**src/rtl/som_pkg.sv**
```systemverilog
// Shared definitions for the serial adder/subtractor: state encoding and
// a constant-function clog2 used to size the step counter.
package som_pkg;

  typedef enum logic [1:0] {
    S_IDLE = 2'd0,
    S_RUN  = 2'd1,
    S_DONE = 2'd2
  } som_state_e;

  // Never returns 0 so a single-step configuration still gets a 1-bit counter.
  function automatic int unsigned som_clog2(input int unsigned n);
    int unsigned r;
    r = 0;
    while ((32'd1 << r) < n) r = r + 1;
    if (r == 0) r = 1;
    return r;
  endfunction

endpackage

```
**src/rtl/som_comp_1bit.sv**
```systemverilog
// Combinational 1-bit full adder cell.
module som_comp_1bit (
  input  logic a,
  input  logic b,
  input  logic cin,
  output logic s,
  output logic cout
);

  assign s    = a ^ b ^ cin;
  assign cout = (a & b) | (cin & (a ^ b));

endmodule

```
**src/rtl/som_serial_nbit.sv**
```systemverilog
// Multi-cycle WIDTH-bit adder/subtractor processing STEP bits per clock,
// LSB first, with a start/busy/done handshake and signed-overflow flag.
module som_serial_nbit
  import som_pkg::*;
#(
  parameter int unsigned WIDTH = 8,
  parameter int unsigned STEP  = 1
) (
  input  logic             clk,
  input  logic             rst,
  input  logic             start,
  input  logic             sub,
  input  logic [WIDTH-1:0] x,
  input  logic [WIDTH-1:0] y,
  input  logic             Cin,
  output logic             busy,
  output logic             done,
  output logic [WIDTH-1:0] A,
  output logic             Cout,
  output logic             ovf
);

  localparam int unsigned N  = (STEP == 0) ? 1 : WIDTH / STEP;
  localparam int unsigned CW = som_clog2(N);

  generate
    if (WIDTH < 2 || STEP == 0 || (WIDTH % STEP) != 0) begin : g_bad_params
      $error("som_serial_nbit: WIDTH must be >= 2 and divisible by STEP");
    end
  endgenerate

  som_state_e       state_q, state_d;
  logic [WIDTH-1:0] x_q, x_d;
  logic [WIDTH-1:0] y_q, y_d;
  logic             carry_q, carry_d;
  logic [CW-1:0]    cnt_q, cnt_d;
  logic [WIDTH-1:0] res_q, res_d;
  logic [WIDTH-1:0] a_q, a_d;
  logic             cout_q, cout_d;
  logic             ovf_q, ovf_d;
  logic             busy_q, busy_d;
  logic             done_q, done_d;

  logic [STEP:0]         chain;
  logic [STEP-1:0]       sum;
  logic [WIDTH+STEP-1:0] res_cat;
  logic [WIDTH-1:0]      res_next;

  // Operands shift right each step, so the active slice is always the low STEP bits.
  assign chain[0] = carry_q;
  for (genvar i = 0; i < STEP; i++) begin : g_slice
    som_comp_1bit u_cell (
      .a    (x_q[i]),
      .b    (y_q[i]),
      .cin  (chain[i]),
      .s    (sum[i]),
      .cout (chain[i+1])
    );
  end

  assign res_cat  = {sum, res_q};
  assign res_next = res_cat[WIDTH+STEP-1:STEP];

  always_comb begin
    state_d = state_q;
    x_d     = x_q;
    y_d     = y_q;
    carry_d = carry_q;
    cnt_d   = cnt_q;
    res_d   = res_q;
    a_d     = a_q;
    cout_d  = cout_q;
    ovf_d   = ovf_q;
    busy_d  = 1'b0;
    done_d  = 1'b0;
    case (state_q)
      S_IDLE, S_DONE: begin
        state_d = S_IDLE;
        if (start) begin
          x_d     = x;
          y_d     = sub ? ~y : y;
          carry_d = sub ? ~Cin : Cin;
          cnt_d   = '0;
          state_d = S_RUN;
          busy_d  = 1'b1;
        end
      end
      S_RUN: begin
        x_d     = x_q >> STEP;
        y_d     = y_q >> STEP;
        carry_d = chain[STEP];
        res_d   = res_next;
        cnt_d   = cnt_q + CW'(1);
        busy_d  = 1'b1;
        if (cnt_q == CW'(N - 1)) begin
          a_d     = res_next;
          cout_d  = chain[STEP];
          ovf_d   = chain[STEP] ^ chain[STEP-1];
          cnt_d   = '0;
          state_d = S_DONE;
          busy_d  = 1'b0;
          done_d  = 1'b1;
        end
      end
      default: state_d = S_IDLE;
    endcase
  end

  always_ff @(posedge clk) begin
    if (rst) begin
      state_q <= S_IDLE;
      x_q     <= '0;
      y_q     <= '0;
      carry_q <= 1'b0;
      cnt_q   <= '0;
      res_q   <= '0;
      a_q     <= '0;
      cout_q  <= 1'b0;
      ovf_q   <= 1'b0;
      busy_q  <= 1'b0;
      done_q  <= 1'b0;
    end else begin
      state_q <= state_d;
      x_q     <= x_d;
      y_q     <= y_d;
      carry_q <= carry_d;
      cnt_q   <= cnt_d;
      res_q   <= res_d;
      a_q     <= a_d;
      cout_q  <= cout_d;
      ovf_q   <= ovf_d;
      busy_q  <= busy_d;
      done_q  <= done_d;
    end
  end

  assign busy = busy_q;
  assign done = done_q;
  assign A    = a_q;
  assign Cout = cout_q;
  assign ovf  = ovf_q;

endmodule

```
**config.mk**
```make
export PLATFORM = sky130hd
export DESIGN_NAME = som_serial_nbit
export DESIGN_NICKNAME = d
export VERILOG_FILES = /design/src/rtl/som_pkg.sv /design/src/rtl/som_comp_1bit.sv /design/src/rtl/som_serial_nbit.sv
export SDC_FILE = /design/constraint.sdc
export NUM_CORES = 1
export LEC_CHECK = 0
export CAP_MARGIN = 10
export CORE_MARGIN = 5
export CORE_UTILIZATION = 40
export DETAILED_ROUTE_END_ITERATION = 6
export GPL_ROUTABILITY_DRIVEN = 0
export GPL_TIMING_DRIVEN = 0
export MAX_ROUTING_LAYER = met4
export PLACE_DENSITY = 0.75
export SKIP_LAST_GASP = 1
export SLEW_MARGIN = 0
export SYNTH_ARGS = -nofsm -noshare
export SYNTH_HDL_FRONTEND = slang
export SYNTH_SLANG_ARGS = --single-unit
```
**constraint.sdc**
```tcl
create_clock -name clk -period 2.4 [get_ports clk]
set_input_delay 0.48 -clock clk [delete_from_list [all_inputs] [get_ports clk]]
set_output_delay 0.48 -clock clk [all_outputs]
set_load 0.005 [all_outputs]
```
==> flow_summary.rst, run 1 <==
.. list-table::
   :header-rows: 1

   * - Metric
     - Value
   * - Top cell type's share of synthesized area
     - 48.2%
   * - Largest stage delay on the critical path
     - around 0.50 ns
   * - All-Layer GR Usage
     - 15.0%
   * - Syn Std Cell Area
     - 0.00170 mm^2
   * - Post-synthesis sequential area ratio
     - 48.2%
   * - HPWL after detailed placement
     - 2600 um
   * - Final critical path time including I/O delays and setup
     - between 1.5 and 2 ns
   * - Placed inst area
     - 0.00207 mm^2
   * - Total via count after detailed routing
     - about 1500
   * - Largest net degree at the start of global routing
     - 14
   * - Clk pin slew, worst setup/hold paths
     - 0.08 ns
   * - Depth of the most critical reg-to-reg path
     - 6
   * - Status
     - completed
   * - Critical path origin
     - Cout$_SDFFE_PP0P_
   * - Clock Tree Buf Depth
     - 2
   * - Share of post-route cells with drive strength above 1
     - 10.0%
   * - Clock tree from TritonCTS
     - built
   * - Cells along the critical path
     - clkdlybuf4s50_1
   * - Maximum fanout encountered on the critical timing path
     - 2
   * - Routed Wire Length
     - approximately 3700 um
   * - Die extent in y
     - roughly 75 um
   * - Type of the setup path with the least slack
     - reg2out
   * - Worst r2r src
     - cnt_q[0]$_SDFFE_PP0P_
   * - Total count of max-transition violations in the final report
     - 0
   * - Count of hold-fix buffers inserted at cts
     - 0
   * - Worst Setup EP
     - Cout
   * - Type of element capturing the critical path
     - output pin
   * - Hold Path Stages
     - 2
   * - Filler-free cell count of the finished design
     - 280
   * - RSZ-0062 raised after global routing
     - no
   * - Effective utilization at floorplan
     - 41.9%
   * - First-pass GRT wire length
     - 6070 um
   * - Power density over the cells
     - about 680 mW/mm^2
   * - Main area contributors after synthesis
     - sky130_fd_sc_hd__dfxtp_1 48%, sky130_fd_sc_hd__a21oi_1 10%, sky130_fd_sc_hd__nand2_1 7.5%
   * - Core region area
     - roughly 0.004 mm^2
   * - Setup fix buffers added after clock tree synthesis
     - 0
   * - Post-synthesis cell type with the largest combined area
     - sky130_fd_sc_hd__dfxtp_1
   * - Internal reg-to-reg setup slack
     - 0.94 ns
   * - Post-route DRC
     - 0
   * - Layout Area Growth over Synthesis
     - 29.0%
   * - Total power consumption of the routed design
     - 1490 uW
   * - Setup TNS
     - 0 ns
   * - Count of input and output buffers
     - 31
   * - Ports placed on the boundary
     - 33
   * - Worst slew slack as a fraction of its limit
     - between 60% and 70%
   * - Post-route antenna net violation count
     - 0
   * - Timing-limited maximum frequency
     - 0.614 GHz
   * - Die extent in x
     - 75.2 um
   * - Number of global-route vias before repair
     - 1386
   * - Commonest non-fill, non-tap cells in the layout
     - 41 x sky130_fd_sc_hd__dfxtp_1, 34 x sky130_fd_sc_hd__nand2_1, 34 x sky130_fd_sc_hd__a21oi_1
   * - Buffer type at the clock tree root
     - sky130_fd_sc_hd__clkbuf_8
   * - End of the worst register-to-register path
     - A[7]$_SDFFE_PP0P_
   * - DRC marker count from the first detailed-route iteration
     - 89
   * - CTS H-tree depth
     - 2
   * - Final period utilization
     - a little under 70%
   * - Layout net count
     - 253
   * - Count of state elements after synthesis
     - between 40 and 50
   * - Count of inserted antenna diode cells
     - 0
   * - CTS Buf Count
     - 5
   * - Mean routed wirelength per cell
     - between 10 and 15 um
   * - Slew @ Worst Pin
     - 0.500 ns
   * - Clock latency reported for the late side of the worst-skew pair
     - 0.30 ns
   * - Max Cap Violations
     - 0
   * - Post-cts resize count
     - 0
   * - Hold WS
     - roughly 0.45 ns
   * - Number of different library cells in the post-synthesis netlist
     - 24
   * - Number of cells on the critical path
     - 1
   * - Slowest cell on the critical path
     - sky130_fd_sc_hd__clkdlybuf4s50_1
   * - Synthesized area per cell
     - 8.91 um^2
   * - Final count of hold timing violations
     - 0
   * - Total number of yosys warnings
     - 0
   * - Remaining global-route overflow
     - 0
   * - Worst setup skew after layout
     - 0.00169 ns
   * - Number of instances in the placed design
     - 272
   * - Post-route cell area
     - 0.00219 mm^2
   * - 1st-pass router iterations
     - 4
   * - Pleak
     - 0.000778 uW
   * - Floorplan die area
     - about 0.0057 mm^2
   * - Worst min-delay path class
     - reg2reg
   * - Vias per Instance
     - 5.21
   * - Worst Path Required
     - ~1.9 ns
   * - Setup Viol. Count Final
     - 0
   * - Worst path bufs/invs
     - 1
   * - Synthesized Nets
     - about 220
   * - Cell family with the largest share of critical-path delay
     - buffers and inverters
   * - Count of mapped cells out of synthesis
     - about 190
   * - FP Rows
     - 23
   * - Most common library cell in the layout ignoring fill and taps
     - sky130_fd_sc_hd__dfxtp_1
   * - Data arrival time of the critical path
     - 1.15 ns
   * - Max IR drop VDD
     - 0.325 mV
   * - Element type at the critical path start
     - flip-flop
   * - Clock tree sinks
     - 41
   * - Number of antenna violations at the first check in global routing
     - 0
-- per-stage QoR --
| step | worst slack [ns] | utilization [%] |
|---|---|---|
| 2_1_floorplan | 1.10 | - |
| 3_3_place_gp | 0.663 | 51.1 |
| 3_5_place_dp | 0.629 | 51.1 |
| 4_1_cts | 0.751 | 54.1 |
| 5_1_grt | 0.720 | 54.1 |
| 6_report | 0.773 | 54.1 |
-- Yosys cell counts --
master,count
sky130_fd_sc_hd__a31oi_1,1
sky130_fd_sc_hd__dfxtp_1,41
sky130_fd_sc_hd__nand3_1,18
sky130_fd_sc_hd__a22oi_1,15
sky130_fd_sc_hd__buf_2,4
sky130_fd_sc_hd__xor2_1,8
sky130_fd_sc_hd__o21a_1,1
sky130_fd_sc_hd__nand2_1,34
sky130_fd_sc_hd__xnor2_1,2
sky130_fd_sc_hd__buf_4,3
sky130_fd_sc_hd__fa_1,1
sky130_fd_sc_hd__ha_1,2
sky130_fd_sc_hd__nor2_1,7
sky130_fd_sc_hd__nor2b_2,1
sky130_fd_sc_hd__clkbuf_1,4
sky130_fd_sc_hd__nand3b_1,2
sky130_fd_sc_hd__a2111oi_2,1
sky130_fd_sc_hd__nor4b_1,1
sky130_fd_sc_hd__and3b_1,1
sky130_fd_sc_hd__nand2b_1,2
sky130_fd_sc_hd__a21oi_1,34
sky130_fd_sc_hd__a211oi_1,1
sky130_fd_sc_hd__buf_6,6
sky130_fd_sc_hd__nor2b_1,1
-- cell families (layout without fill, tap and decap cells) --
kind of cell | count (synthesis) | count (layout) | synth area share, %
DFF | 41 | 41 | 48.2
buffers and inverters | 17 | 56 | 7.35
and+or+nand+nor | 67 | 67 | 17.9
xor gates and xnor gates | 10 | 10 | 5.15
adders and majority gates | 3 | 3 | 2.65
AOI/OAI and AO/OA | 53 | 53 | 18.8
-- report_power, final --
| group | switching [uW] | internal [uW] |
|---|---|---|
| Clock | 243 | 338 |
| Sequential | 17.6 | 708 |
| Combinational | 91.1 | 92.8 |
-- per-layer routing --
metal / up-vias / share of wire (%) / global-route usage (%)
li1: 733 / - / -
met4: 0 / 2.8 / 8.93
met1: 684 / 44 / 17.1
met2: 34 / 49 / 24.1
met3: 8 / 4.4 / 3.20
met5: - / 0 / -
-- state kept, by name, summed over array words and instances, names as in the netlist --
| register | flops |
|---|---|
| y_q | 8 |
| res_q | 7 |
| A | 8 |
| state_q | 2 |
| busy | 1 |
| done | 1 |
| x_q | 8 |
| carry_q | 1 |
| ovf | 1 |
| cnt_q | 3 |
| Cout | 1 |
-- worst min-delay path by stage --
stage | start | endpoint | slack [ns]
after floorplan | res_q[1]$_SDFFE_PP0N_ | A[0]$_SDFFE_PP0P_ | 0.43
after global placement | res_q[1]$_SDFFE_PP0N_ | A[0]$_SDFFE_PP0P_ | 0.44
after detailed placement | A[3]$_SDFFE_PP0P_ | A[3]$_SDFFE_PP0P_ | 0.45
after CTS | A[3]$_SDFFE_PP0P_ | A[3]$_SDFFE_PP0P_ | 0.46
after global routing | A[7]$_SDFFE_PP0P_ | A[7]$_SDFFE_PP0P_ | 0.47
final | A[3]$_SDFFE_PP0P_ | A[3]$_SDFFE_PP0P_ | 0.45
-- area by class of cell --
class                      instances  area (um^2)
tap                               50         62.6
fill                             393         1860
sequential                        41          821
multi-input combinational        133          756
clock inverter                     2         37.5
clock buffer                       6         82.6
timing repair buffer              31          310
buffer                            17          125
Power figures use the tool's default switching activity.
==> run 2, diff against run 1 <==
Clock period 2.4 ns to 1.5 ns, I/O delays scaled along.
==> flow_summary.rst, run 2 (synthesis gave the netlist of run 1 again) <==
.. list-table::
   :header-rows: 1

   * - Metric
     - Value
   * - Final count of hold timing violations
     - 0 (unchanged)
   * - Setup Viol. Count Final
     - 0 (unchanged)
   * - Post-route antenna net violation count
     - 0 (unchanged)
   * - Internal reg-to-reg setup slack
     - 0.13 ns (was 0.94 ns)
   * - Count of inserted antenna diode cells
     - 0 (unchanged)
   * - Buffer type at the clock tree root
     - sky130_fd_sc_hd__clkbuf_8 (unchanged)
   * - Status
     - completed (unchanged)
   * - Setup TNS
     - 0 ns (unchanged)
   * - Fill cells
     - 391 (was 393)
   * - Clk network pwr share
     - 38.9% (was 39.0%)
   * - First-pass GRT wire length
     - 6070 um (unchanged)
   * - Clk pin slew, worst setup/hold paths
     - 0.08 ns (about the same)
   * - Timing-limited maximum frequency
     - 0.691 GHz
   * - Cell family with the largest share of critical-path delay
     - buffers and inverters (unchanged)
   * - Commonest non-fill, non-tap cells in the layout
     - 41 x sky130_fd_sc_hd__dfxtp_1, 34 x sky130_fd_sc_hd__nand2_1, 34 x sky130_fd_sc_hd__a21oi_1 (unchanged)
   * - Number of antenna violations at the first check in global routing
     - 0 (unchanged)
   * - Combinational fraction of design power
     - 12.4% (was 12.3%)
   * - Slowest cell on the critical path
     - sky130_fd_sc_hd__clkdlybuf4s50_1 (unchanged)
   * - Net switching share of the total power
     - 23.5% (was 23.6%)
   * - Worst path bufs/invs
     - 1 (unchanged)
   * - HPWL after detailed placement
     - 2600 um (unchanged)
   * - Vias per Instance
     - 5.16 (was 5.21)
   * - Share of post-route cells with drive strength above 1
     - 10.4% (was 10.0%)
   * - Worst Path Required
     - 1.20 ns (was 1.92 ns)
   * - Element type at the critical path start
     - flip-flop (unchanged)
   * - NetSw
     - 559 uW (was 351 uW)
   * - Max IR drop VDD
     - 0.518 mV (was 0.325 mV)
   * - Pleak
     - 0.000775 uW (was 0.000778 uW)
   * - Count of input and output buffers
     - 31 (unchanged)
   * - Clock tree sinks
     - 41 (unchanged)
   * - Worst Slack Setup Final
     - 0.0537 ns (was 0.773 ns)
   * - Number of instances in the placed design
     - 272 (unchanged)
   * - Setup fix buffers added after clock tree synthesis
     - 0 (unchanged)
   * - Total count of max-transition violations in the final report
     - 0 (unchanged)
   * - Clock tree from TritonCTS
     - built (unchanged)
   * - Final critical path time including I/O delays and setup
     - 1.45 ns
   * - Worst setup skew after layout
     - 0.00186 ns (was 0.00169 ns)
   * - Effective utilization at floorplan
     - 41.9% (unchanged)
   * - Total power consumption of the routed design
     - 2380 uW (was 1490 uW)
   * - Hold Path Origin
     - sub (was A[3]$_SDFFE_PP0P_)
   * - Power density over the cells
     - 1080 mW/mm^2 (was 679 mW/mm^2)
   * - CTS H-tree depth
     - 2 (unchanged)
   * - RSZ-0062 raised after global routing
     - no (unchanged)
   * - Cells along the critical path
     - clkdlybuf4s50_1 (unchanged)
   * - Worst slew slack as a fraction of its limit
     - 66.5% (was 66.7%)
   * - Type of the setup path with the least slack
     - reg2out (unchanged)
   * - Largest net degree at the start of global routing
     - 14 (unchanged)
   * - Ports placed on the boundary
     - 33 (unchanged)
   * - Layout Area Growth over Synthesis
     - 29.5% (was 29.0%)
   * - Clock latency reported for the late side of the worst-skew pair
     - 0.30 ns (about the same)
   * - CTS Buf Count
     - 5 (unchanged)
   * - Core region area
     - 0.00406 mm^2 (unchanged)
   * - All-Layer GR Usage
     - 15.0% (unchanged)
   * - Seq. cell area
     - 821 um^2 (unchanged)
   * - Design internal power
     - 1820 uW (was 1140 uW)
   * - Maximum fanout encountered on the critical timing path
     - 2 (unchanged)
   * - Number of global-route vias before repair
     - 1386 (unchanged)
   * - Most common library cell in the layout ignoring fill and taps
     - sky130_fd_sc_hd__dfxtp_1 (unchanged)
   * - Worst min-delay path class
     - in2reg (was reg2reg)
   * - Total via count after detailed routing
     - 1444 (was 1459)
   * - FP Rows
     - 23 (unchanged)
   * - DRC marker count from the first detailed-route iteration
     - 106 (was 89)
   * - Worst r2r src
     - cnt_q[0]$_SDFFE_PP0P_ (unchanged)
   * - Routed Wire Length
     - 3700 um (was 3690 um)
   * - Power share of the sequential group
     - 48.8% (was 48.7%)
   * - Worst setup slack before clock tree synthesis
     - -0.0914 ns (was 0.629 ns)
   * - Type of element capturing the critical path
     - output pin (unchanged)
   * - Remaining global-route overflow
     - 0 (unchanged)
   * - Clock Tree Buf Depth
     - 2 (unchanged)
   * - Mean routed wirelength per cell
     - 13.2 um (about the same)
   * - Layout net count
     - 253 (unchanged)
   * - Largest stage delay on the critical path
     - 0.50 ns (about the same)
   * - Final period utilization
     - 96.4%
   * - Post-route DRC
     - 0 (unchanged)
   * - Area of combinational cells with multiple inputs
     - 758 um^2 (was 756 um^2)
   * - Filler-free cell count of the finished design
     - 280 (unchanged)
   * - Data arrival time of the critical path
     - 1.15 ns (about the same)
   * - Floorplan die area
     - 0.00566 mm^2 (unchanged)
   * - Slew @ Worst Pin
     - 0.503 ns (was 0.500 ns)
   * - Die extent in x
     - 75.2 um (unchanged)
   * - Die extent in y
     - 75.2 um (unchanged)
   * - 1st-pass router iterations
     - 4 (unchanged)
   * - Max Cap Violations
     - 0 (unchanged)
   * - Critical path origin
     - Cout$_SDFFE_PP0P_ (unchanged)
run 2: cell counts in the layout (fill, tap and decap cells not counted):
Identical to the previous run, type by type.
run 2: through the flow:
step | hold slack, ns | area [um^2] | utilization, %
CTS | 0.427 | 2190 | 54.1
floorplan | 0.369 | 1700 | -
finish | 0.430 | 2200 | 54.3
detailed placement | 0.447 | 2070 | 51.1
global route | 0.460 | 2200 | 54.3
global placement | 0.439 | 2070 | 51.1
run 2: repair_timing:
action	in CTS	in global routing
hold buffers	0	0
setup endpoints to repair	0	10
gates resized for setup	0	4
run 2: path summary, 6_finish.rpt:
check / endpoint / cells after the start
max reg2reg: A[4]$_SDFFE_PP0P_ / 6
max: Cout / 1
min reg2reg: A[3]$_SDFFE_PP0P_ / 2
min: y_q[7]$_SDFFE_PP0P_ / 3
run 2: cell type report:
class | count | area share (%)
plain buffers | 17 | 5.96
clock buffers | 6 | 3.75
clock inverters | 2 | 1.70
multi-input cells | 133 | 34.4
flip-flops and latches | 41 | 37.3
well taps | 50 | 2.84
repair buffers | 31 | 14.1
run 2: per-layer routing:
layer	global-route usage (%)	share of wire, %	vias up
li1	-	-	733
met1	17.1	44	685
met2	24.1	50	19
met3	3.20	4.3	7
met4	8.93	2.2	0
met5	-	0	-
run 2: power groups by stage:
| stage | clock (uW) | sequential [uW] | combinational, uW |
|---|---|---|---|
| after floorplan | 0 | 1180 | 192 |
| after global placement | 0 | 1180 | 292 |
| after detailed placement | 0 | 1190 | 295 |
| after CTS | 947 | 1160 | 298 |
| after global routing | 991 | 1170 | 328 |
| final | 925 | 1160 | 294 |
